===== config.mk =====
export PLATFORM = sky130hd
export DESIGN_NAME = sha_stream_padder_flat
export DESIGN_NICKNAME = d
export VERILOG_FILES = /design/src/rtl/sha_stream_padder_if.sv /design/src/rtl/sha_stream_padder.sv /design/src/flat_wrapper.sv
export SDC_FILE = /design/constraint.sdc
export NUM_CORES = 2
export LEC_CHECK = 0
export CORE_AREA = 10 10 402 404
export CTS_CLUSTER_SIZE = 40
export DETAILED_ROUTE_END_ITERATION = 10
export DIE_AREA = 0 0 412 414
export SKIP_LAST_GASP = 1
export SYNTH_ARGS = -nofsm -noshare
export SYNTH_HDL_FRONTEND = slang
export SYNTH_SLANG_ARGS = --single-unit

===== constraint.sdc =====
create_clock -name clk -period 30.2 [get_ports clk]
set_input_delay 3.02 -clock clk [delete_from_list [all_inputs] [get_ports clk]]
set_output_delay 3.02 -clock clk [all_outputs]
set_load 0.01 [all_outputs]

===== src/rtl/sha_stream_padder_if.sv =====
// Handshake and bus bundle between the boot word producer, the padder and the SHA-256 core.
// The master modport is the environment side; slave is the padder.
interface sha_stream_padder_if;
    logic         msg_valid;
    logic         msg_ready;
    logic [31:0]  msg_data;
    logic         msg_last;
    logic         sha_ready;
    logic         sha_digest_valid;
    logic [255:0] sha_digest;
    logic [511:0] sha_block;
    logic         sha_init;
    logic         sha_next;
    logic [255:0] digest_out;
    logic         digest_done;
    logic         busy;
    logic         overflow_err;

    modport master (
        output msg_valid, msg_data, msg_last, sha_ready, sha_digest_valid, sha_digest,
        input  msg_ready, sha_block, sha_init, sha_next, digest_out, digest_done, busy, overflow_err
    );

    modport slave (
        input  msg_valid, msg_data, msg_last, sha_ready, sha_digest_valid, sha_digest,
        output msg_ready, sha_block, sha_init, sha_next, digest_out, digest_done, busy, overflow_err
    );
endinterface


===== src/rtl/sha_stream_padder.sv =====
// Packs 32-bit big-endian words into 512-bit SHA-256 blocks, applies FIPS 180-4 padding,
// sequences sha_init/sha_next against sha_ready and captures the final digest.
module sha_stream_padder #(
    parameter int MAX_WORDS = 65536
) (
    input  logic                 clk,
    input  logic                 rst,
    sha_stream_padder_if.slave   bus
);
    localparam int CNT_W = $clog2(MAX_WORDS) + 1;

    typedef enum logic [2:0] {IDLE, FILL, ISSUE, WAIT_LO, WAIT_RDY, PAD, LEN, WAIT_DIG} state_t;

    state_t              state_q;
    logic [15:0][31:0]   blk_q;      // element 15 is word 0 (bits 511:480)
    logic [3:0]          idx_q;
    logic [CNT_W-1:0]    cnt_q;
    logic [CNT_W-1:0]    cnt_d;
    logic [63:0]         bitlen_q;
    logic [63:0]         bitlen_d;
    logic                first_q, final_q, padp_q, lenp_q;
    logic                msg_ready_q, init_q, next_q, done_q, busy_q, ovf_q;
    logic [255:0]        digest_q;
    logic                accept;

    assign accept   = bus.msg_valid && msg_ready_q;
    assign cnt_d    = cnt_q + 1'b1;
    assign bitlen_d = bitlen_q + 64'd32;

    // Terminator at word n, zeros above it, and the length in words 14/15 when it fits.
    function automatic logic [15:0][31:0] pad_blk(input logic [15:0][31:0] b,
                                                   input logic [3:0] n,
                                                   input logic [63:0] len);
        logic [15:0][31:0] r;
        r = b;
        for (int k = 0; k < 16; k++) begin
            if (4'(k) == n)
                r[4'(15 - k)] = 32'h8000_0000;
            else if (4'(k) > n)
                r[4'(15 - k)] = '0;
        end
        if (n <= 4'd13) begin
            r[1] = len[63:32];
            r[0] = len[31:0];
        end
        return r;
    endfunction

    always_ff @(posedge clk or posedge rst) begin
        if (rst) begin
            state_q     <= IDLE;
            blk_q       <= '0;
            idx_q       <= '0;
            cnt_q       <= '0;
            bitlen_q    <= '0;
            first_q     <= 1'b0;
            final_q     <= 1'b0;
            padp_q      <= 1'b0;
            lenp_q      <= 1'b0;
            msg_ready_q <= 1'b0;
            init_q      <= 1'b0;
            next_q      <= 1'b0;
            done_q      <= 1'b0;
            busy_q      <= 1'b0;
            ovf_q       <= 1'b0;
            digest_q    <= '0;
        end else begin
            init_q <= 1'b0;
            next_q <= 1'b0;
            done_q <= 1'b0;
            case (state_q)
                IDLE: begin
                    msg_ready_q <= 1'b1;
                    if (accept) begin
                        blk_q[15] <= bus.msg_data;
                        idx_q     <= 4'd1;
                        cnt_q     <= CNT_W'(1);
                        bitlen_q  <= 64'd32;
                        busy_q    <= 1'b1;
                        first_q   <= 1'b1;
                        final_q   <= 1'b0;
                        padp_q    <= 1'b0;
                        lenp_q    <= 1'b0;
                        if (bus.msg_last) begin
                            state_q     <= PAD;
                            msg_ready_q <= 1'b0;
                        end else begin
                            state_q <= FILL;
                        end
                    end
                end
                FILL: begin
                    if (accept) begin
                        if (cnt_q == CNT_W'(MAX_WORDS)) begin
                            // Oversized message: abandon it without a digest.
                            ovf_q   <= 1'b1;
                            busy_q  <= 1'b0;
                            state_q <= IDLE;
                        end else begin
                            blk_q[4'd15 - idx_q] <= bus.msg_data;
                            idx_q    <= idx_q + 4'd1;
                            cnt_q    <= cnt_d;
                            bitlen_q <= bitlen_d;
                            if (idx_q == 4'd15) begin
                                state_q     <= ISSUE;
                                msg_ready_q <= 1'b0;
                                final_q     <= 1'b0;
                                padp_q      <= bus.msg_last;
                            end else if (bus.msg_last) begin
                                state_q     <= PAD;
                                msg_ready_q <= 1'b0;
                            end
                        end
                    end
                end
                PAD: begin
                    blk_q   <= pad_blk(blk_q, idx_q, bitlen_q);
                    final_q <= (idx_q <= 4'd13);
                    lenp_q  <= (idx_q >= 4'd14);
                    state_q <= ISSUE;
                end
                LEN: begin
                    blk_q   <= {448'd0, bitlen_q};
                    final_q <= 1'b1;
                    lenp_q  <= 1'b0;
                    state_q <= ISSUE;
                end
                ISSUE: begin
                    if (bus.sha_ready) begin
                        init_q  <= first_q;
                        next_q  <= !first_q;
                        first_q <= 1'b0;
                        state_q <= WAIT_LO;
                    end
                end
                // The core needs a cycle to drop sha_ready after the pulse.
                WAIT_LO: state_q <= WAIT_RDY;
                WAIT_RDY: begin
                    if (bus.sha_ready) begin
                        if (final_q) begin
                            if (bus.sha_digest_valid) begin
                                digest_q    <= bus.sha_digest;
                                done_q      <= 1'b1;
                                busy_q      <= 1'b0;
                                msg_ready_q <= 1'b1;
                                state_q     <= IDLE;
                            end else begin
                                state_q <= WAIT_DIG;
                            end
                        end else if (padp_q) begin
                            padp_q  <= 1'b0;
                            idx_q   <= '0;
                            state_q <= PAD;
                        end else if (lenp_q) begin
                            state_q <= LEN;
                        end else begin
                            idx_q       <= '0;
                            msg_ready_q <= 1'b1;
                            state_q     <= FILL;
                        end
                    end
                end
                WAIT_DIG: begin
                    if (bus.sha_digest_valid) begin
                        digest_q    <= bus.sha_digest;
                        done_q      <= 1'b1;
                        busy_q      <= 1'b0;
                        msg_ready_q <= 1'b1;
                        state_q     <= IDLE;
                    end
                end
                default: state_q <= IDLE;
            endcase
        end
    end

    assign bus.msg_ready    = msg_ready_q;
    assign bus.sha_block    = blk_q;
    assign bus.sha_init     = init_q;
    assign bus.sha_next     = next_q;
    assign bus.digest_out   = digest_q;
    assign bus.digest_done  = done_q;
    assign bus.busy         = busy_q;
    assign bus.overflow_err = ovf_q;
endmodule


===== src/flat_wrapper.sv =====
// flat-port wrapper written by rule: the top's interface ports become plain ports
module sha_stream_padder_flat 
#(
    parameter int MAX_WORDS = 65536
)
  (clk, rst, bus_msg_valid, bus_msg_data, bus_msg_last, bus_sha_ready, bus_sha_digest_valid, bus_sha_digest, bus_msg_ready, bus_sha_block, bus_sha_init, bus_sha_next, bus_digest_out, bus_digest_done, bus_busy, bus_overflow_err);
  sha_stream_padder_if bus_i ();
  input  logic clk;
  input  logic rst;
  input wire logic [$bits(bus_i.msg_valid)-1:0] bus_msg_valid;
  input wire logic [$bits(bus_i.msg_data)-1:0] bus_msg_data;
  input wire logic [$bits(bus_i.msg_last)-1:0] bus_msg_last;
  input wire logic [$bits(bus_i.sha_ready)-1:0] bus_sha_ready;
  input wire logic [$bits(bus_i.sha_digest_valid)-1:0] bus_sha_digest_valid;
  input wire logic [$bits(bus_i.sha_digest)-1:0] bus_sha_digest;
  output wire logic [$bits(bus_i.msg_ready)-1:0] bus_msg_ready;
  output wire logic [$bits(bus_i.sha_block)-1:0] bus_sha_block;
  output wire logic [$bits(bus_i.sha_init)-1:0] bus_sha_init;
  output wire logic [$bits(bus_i.sha_next)-1:0] bus_sha_next;
  output wire logic [$bits(bus_i.digest_out)-1:0] bus_digest_out;
  output wire logic [$bits(bus_i.digest_done)-1:0] bus_digest_done;
  output wire logic [$bits(bus_i.busy)-1:0] bus_busy;
  output wire logic [$bits(bus_i.overflow_err)-1:0] bus_overflow_err;
  assign bus_i.msg_valid = bus_msg_valid;
  assign bus_i.msg_data = bus_msg_data;
  assign bus_i.msg_last = bus_msg_last;
  assign bus_i.sha_ready = bus_sha_ready;
  assign bus_i.sha_digest_valid = bus_sha_digest_valid;
  assign bus_i.sha_digest = bus_sha_digest;
  assign bus_msg_ready = bus_i.msg_ready;
  assign bus_sha_block = bus_i.sha_block;
  assign bus_sha_init = bus_i.sha_init;
  assign bus_sha_next = bus_i.sha_next;
  assign bus_digest_out = bus_i.digest_out;
  assign bus_digest_done = bus_i.digest_done;
  assign bus_busy = bus_i.busy;
  assign bus_overflow_err = bus_i.overflow_err;
  sha_stream_padder #(.MAX_WORDS(MAX_WORDS)) u_core (.clk(clk), .rst(rst), .bus(bus_i));
endmodule

* Word-level counts from Yosys, hierarchy flattened
Cells that the tools add are included.
** Cells by class
- $add $sub $neg :: 4
- $lt $le $gt $ge :: 12
- Equality and inequality tests :: 40
- Muxes and demuxes :: 100
- Bitwise gates (word level) :: 1
- Reductions and logical operators :: 36
** Operator list (number)
- one-hot mux 480 bit (3 select lines) :: 1
- 2-to-1 mux 512 bit :: 2
- 2-to-1 mux 256 bit :: 3
- 2-to-1 mux 32 bit :: 18
- bitwise mux 512 bit :: 1
- one-hot mux 256 bit (2 select lines) :: 1
- 2-to-1 mux 64 bit :: 4
- demux 32 bit (select 4 bit) :: 1
- one-hot mux 64 bit (2 select lines) :: 1
- one-hot mux 32 bit (3 select lines) :: 1
- adder 64 x 6 -> 64 bit, second input constant :: 1
- 2-to-1 mux 17 bit :: 3
- AND reduction 4 bit :: 11
- 2-to-1 mux 3 bit :: 13
- 2-to-1 mux 1 bit :: 34
- one-hot mux 17 bit (2 select lines) :: 1
- == test 4 bit, first input constant :: 8
- greater-than comparator 4 bit, first input constant :: 8
- 2-to-1 mux 4 bit :: 7
- one-hot mux 3 bit (7 select lines) :: 1
- AND reduction 7 bit :: 3
- != test 3 x 1 -> 1 bit, second input constant :: 6
- adder 17 x 1 -> 17 bit, second input constant :: 1
- == test 17 bit, second input constant :: 1
- 31 further kinds :: 62
** Storage, ports and cells
- Bits in registers :: 866
- Input port bits :: 294
- Output and inout port bits :: 774
- Logic and storage cells :: 224

* Depth between registers and ports, before layout
- Depth in word-level cells :: 9
- Depth in mapped cells :: 10
- Depth with buffers taken out :: 7

* Worst setup path after synthesis
OpenSTA, ideal clock, no wires.
- Path type :: input to register
- From :: input bus_msg_valid
- To :: register u_core.bitlen_q[32]
- Library setup time :: 66 ps
- Arrival :: 4763 ps
- Path slack :: 25371 ps
- Cell stages on the path :: 7
- Path buffers :: 2
- Path through :: nand4bb_1 > clkbuf_1 > or3_1 > a2111o_1 > clkbuf_1 > or4_1 > nand2_1
** On the way
- Word-level cells in the longest chain between the ends :: 3
** Ends and longest elaborated chain
- start: declaration :: line flat_wrapper.sv:10 : input wire logic [$bits(bus_i.msg_valid)-1:0] bus_msg_valid;
- logical AND 1 bit * :: line sha_stream_padder.sv:26 : assign accept = bus.msg_valid && msg_ready_q;
- != test 2 x 1 -> 1 bit (no line)
- AND reduction 4 bit (no line) *
- end signal: assignment :: line sha_stream_padder.sv:103 : bitlen_q <= bitlen_d;
- end: declaration :: line sha_stream_padder.sv:19 : logic [63:0] bitlen_q;
Every way passes the cells marked *; elsewhere a longest branch is shown, timed or not.
A chain may end at the register's enable or synchronous reset.

==> metrics <==
outcome=complete, no violations; vias in the first global route=28500; register cell area after layout=21500 um^2; final hold vios=0; CTS root buf=clkbuf_16; Req. time, crit path=30.91 ns; Layout area overhead=46.1%; num rows=144; Initial Utilization=23.0%; pin count of the biggest net entering global routing=164; Post-CTS Resized=0; met2 usage=29.7%; Final Non-Filler Cells=6041; I/O pin count=1068; Crit-path slowest cell=buf_4; Max Freq=148 MHz; met1 Use GR=23.4%; Synth top area share=61.0%; final RePlAce weighted congestion=0.881; busiest grt layer=met2; syn avg cell area=12.1 um^2; Detailed Place HPWL=122000 um; EDFF count, synth=0; clock slew at reported path FFs=0.06 ns; net count after synthesis=3230; TritonCTS clock tree=done; endpoint class of the critical path=async pin; Setup Fix Bufs, Post-CTS=0; CTS buffer count=100; vias per inst=4.69; Port Buffers=1067; async set-reset flop share out of synthesis=100%; # fillers=15300; max_cap viols=0; Cells after Synth=2928; most frequent CP cell=buf_4; crit-path max cell delay=0.78 ns; Power per Cell Area=98.3 nW/um^2; Synth Register Bits=861; Pleak=21.4 nW; crit path max fanout=139; Layout Nets=4203; fraction of layout cells with a size suffix above 1=13.4%; most common cell after layout, fill and taps aside=clkdlybuf4s50_1; hold-fix buffers at CTS=0; CTS sink cnt=861; multi-input logic area=12800 um^2; crit path DAT=7.49 ns; Tmin final=6.78 ns; worst path cell trace=clkdlybuf4s50_1 -> inv_8 -> buf_12 -> buf_4 -> buf_4 -> buf_4; total overflow reported by the global router=0; most frequent cells in the layout=clkdlybuf4s50_1 (1058), dfrtp_1 (861), mux2_2 (258); total track usage=18.8%; drt first pass iters=5; # DRC=0; Tightest Pin Transition=1.34 ns; Final Slew Violations=0; clk_skew=0.0339 ns; fin util=33.6%; Synth cell types=73; Final ANT Viol Nets=0; H-tree depth=3; Startpoint Class=input pin; CTS Buffer Depth=3; core region area=153000 um^2; Post-Syn Area=35300 um^2; final setup fails=0; global-route wire length before repair=232000 um; GR Util met3=7.57%; Placed Cells incl. Taps=5843; relative slew slack=10.4%; top cell type by total area after synthesis=dfrtp_1; Post-Route Setup TNS=0 ns; crit path kind=in2async; Ys Warns=0; IR drop worst, VDD=0.0637 mV; top area cells in the synthesized netlist=dfrtp_1 (61%), mux2_2 (8.2%), mux2i_1 (6.0%); part of the cycle the worst path needs=22.4%; mean routed wirelength per cell=27.8 um; Synth Flop Type=dfrtp_1; worst min-delay path class=reg2reg; Die Span X=412 um; initial antenna violation count=30; die area=171000 um^2; Die Span Y=414 um; Initial DRC Count=2393; WL final=168000 um; via count=28400; worst skew pair latency=0.73 ns; sequential-to-total area share from yosys stat=61.0%; unrepaired setup endpoints after global routing=false
stage by stage:
stage | total power, mW | setup slack, ns | hold slack, ns | area [um^2]
global placement | 3.82 | 22.61 | 0.464 | 48200
CTS | 5.13 | 23.30 | 0.484 | 51500
global route | 5.32 | 22.84 | 0.510 | 51500
floorplan | 2.59 | 2.99 | 0.441 | 35300
finish | 5.07 | 23.42 | 0.478 | 51600
detailed placement | 3.85 | 22.53 | 0.471 | 48200
power breakdown:
part	switching, mW	internal (mW)	total [mW]	leakage, nW
logic	1.04	0.986	2.02	8.48
registers	0.258	1.54	1.79	11.3
clock network	0.524	0.726	1.25	1.64
total	1.82	3.25	5.07	21.4
cell families (layout without fill, tap and decap cells):
family          count (synthesis)  count (layout)  share of synthesized area (%)
simple gates                  717             717                           9.38
flops                         861             861                           61.0
other cells                     0              17                              0
buf+inv                       283            1335                           3.30
mux                           470             470                           14.2
fa+ha+maj                       8               8                          0.284
xor+xnor                       24              24                          0.595
compound gates                565             565                           11.2
critical path: cells and delay by family:
kind | cells | cell delay [ns]
buf+inv | 6 | 3.84
cell type report:
type,instances,area share [%]
repair buffers,1137,21.7
diodes,17,0.0825
well taps,2044,4.96
inverters,17,0.138
flip-flops and latches,861,41.8
clock inverters,33,0.956
clock buffers,148,5.59
multi-input cells,1784,24.8
state kept, by name (all words and copies together) (netlist names):
signal                   cells
u_core.bus.digest_done       1
u_core.bus.sha_init          1
u_core.first_q               1
u_core.bus.digest_out      256
u_core.state_q               3
u_core.final_q               1
u_core.bus.sha_block       512
u_core.cnt_q                17
u_core.bus.sha_next          1
u_core.bus.msg_ready         1
u_core.bus.busy              1
u_core.bus.overflow_err      1
u_core.idx_q                 4
u_core.bitlen_q             59
u_core.lenp_q                1
u_core.padp_q                1
synth_stat cells (all sizes together), types with 9 or more instances:
master     n
dfrtp    861
mux2     258
nor2     254
nand2    223
mux2i    212
o21ai    188
a22o     182
clkbuf   164
buf      102
nand3     57
a22oi     56
a21oi     53
nand4     33
nor3      26
or4       25
o31ai     19
inv       16
nand2b    16
xor2      16
or3       14
and3      12
and2      10
nor4      10
and4       9
o2bb2ai    9
metal layers:
layer / wire length, um / vias to the layer above
met1: 67900 / 14500
li1: - / 12400
met3: 18100 / 230
met2: 77200 / 1215
met5: 146 / -
met4: 4620 / 22
final timing paths:
path,cells after the start,from,slack [ns],end
worst max-delay path,6,rst,23.42,u_core.bus.digest_out[119]$_DFFE_PP0P_
worst min-delay path,2,u_core.bus.sha_block[487]$_DFFE_PP0P_,0.48,u_core.bus.sha_block[487]$_DFFE_PP0P_
worst max register to register,4,u_core.state_q[1]$_DFFE_PP0P_,26.42,u_core.bus.sha_block[319]$_DFFE_PP0P_
worst min register to register,2,u_core.bus.sha_block[487]$_DFFE_PP0P_,0.48,u_core.bus.sha_block[487]$_DFFE_PP0P_
max in group clk,6,bus_msg_valid,24.76,u_core.bitlen_q[54]$_DFFE_PP0P_
min in group asynchronous,2,rst,2.86,u_core.bus.sha_block[154]$_DFFE_PP0P_
No activity file was read; power rests on OpenSTA's default activity.
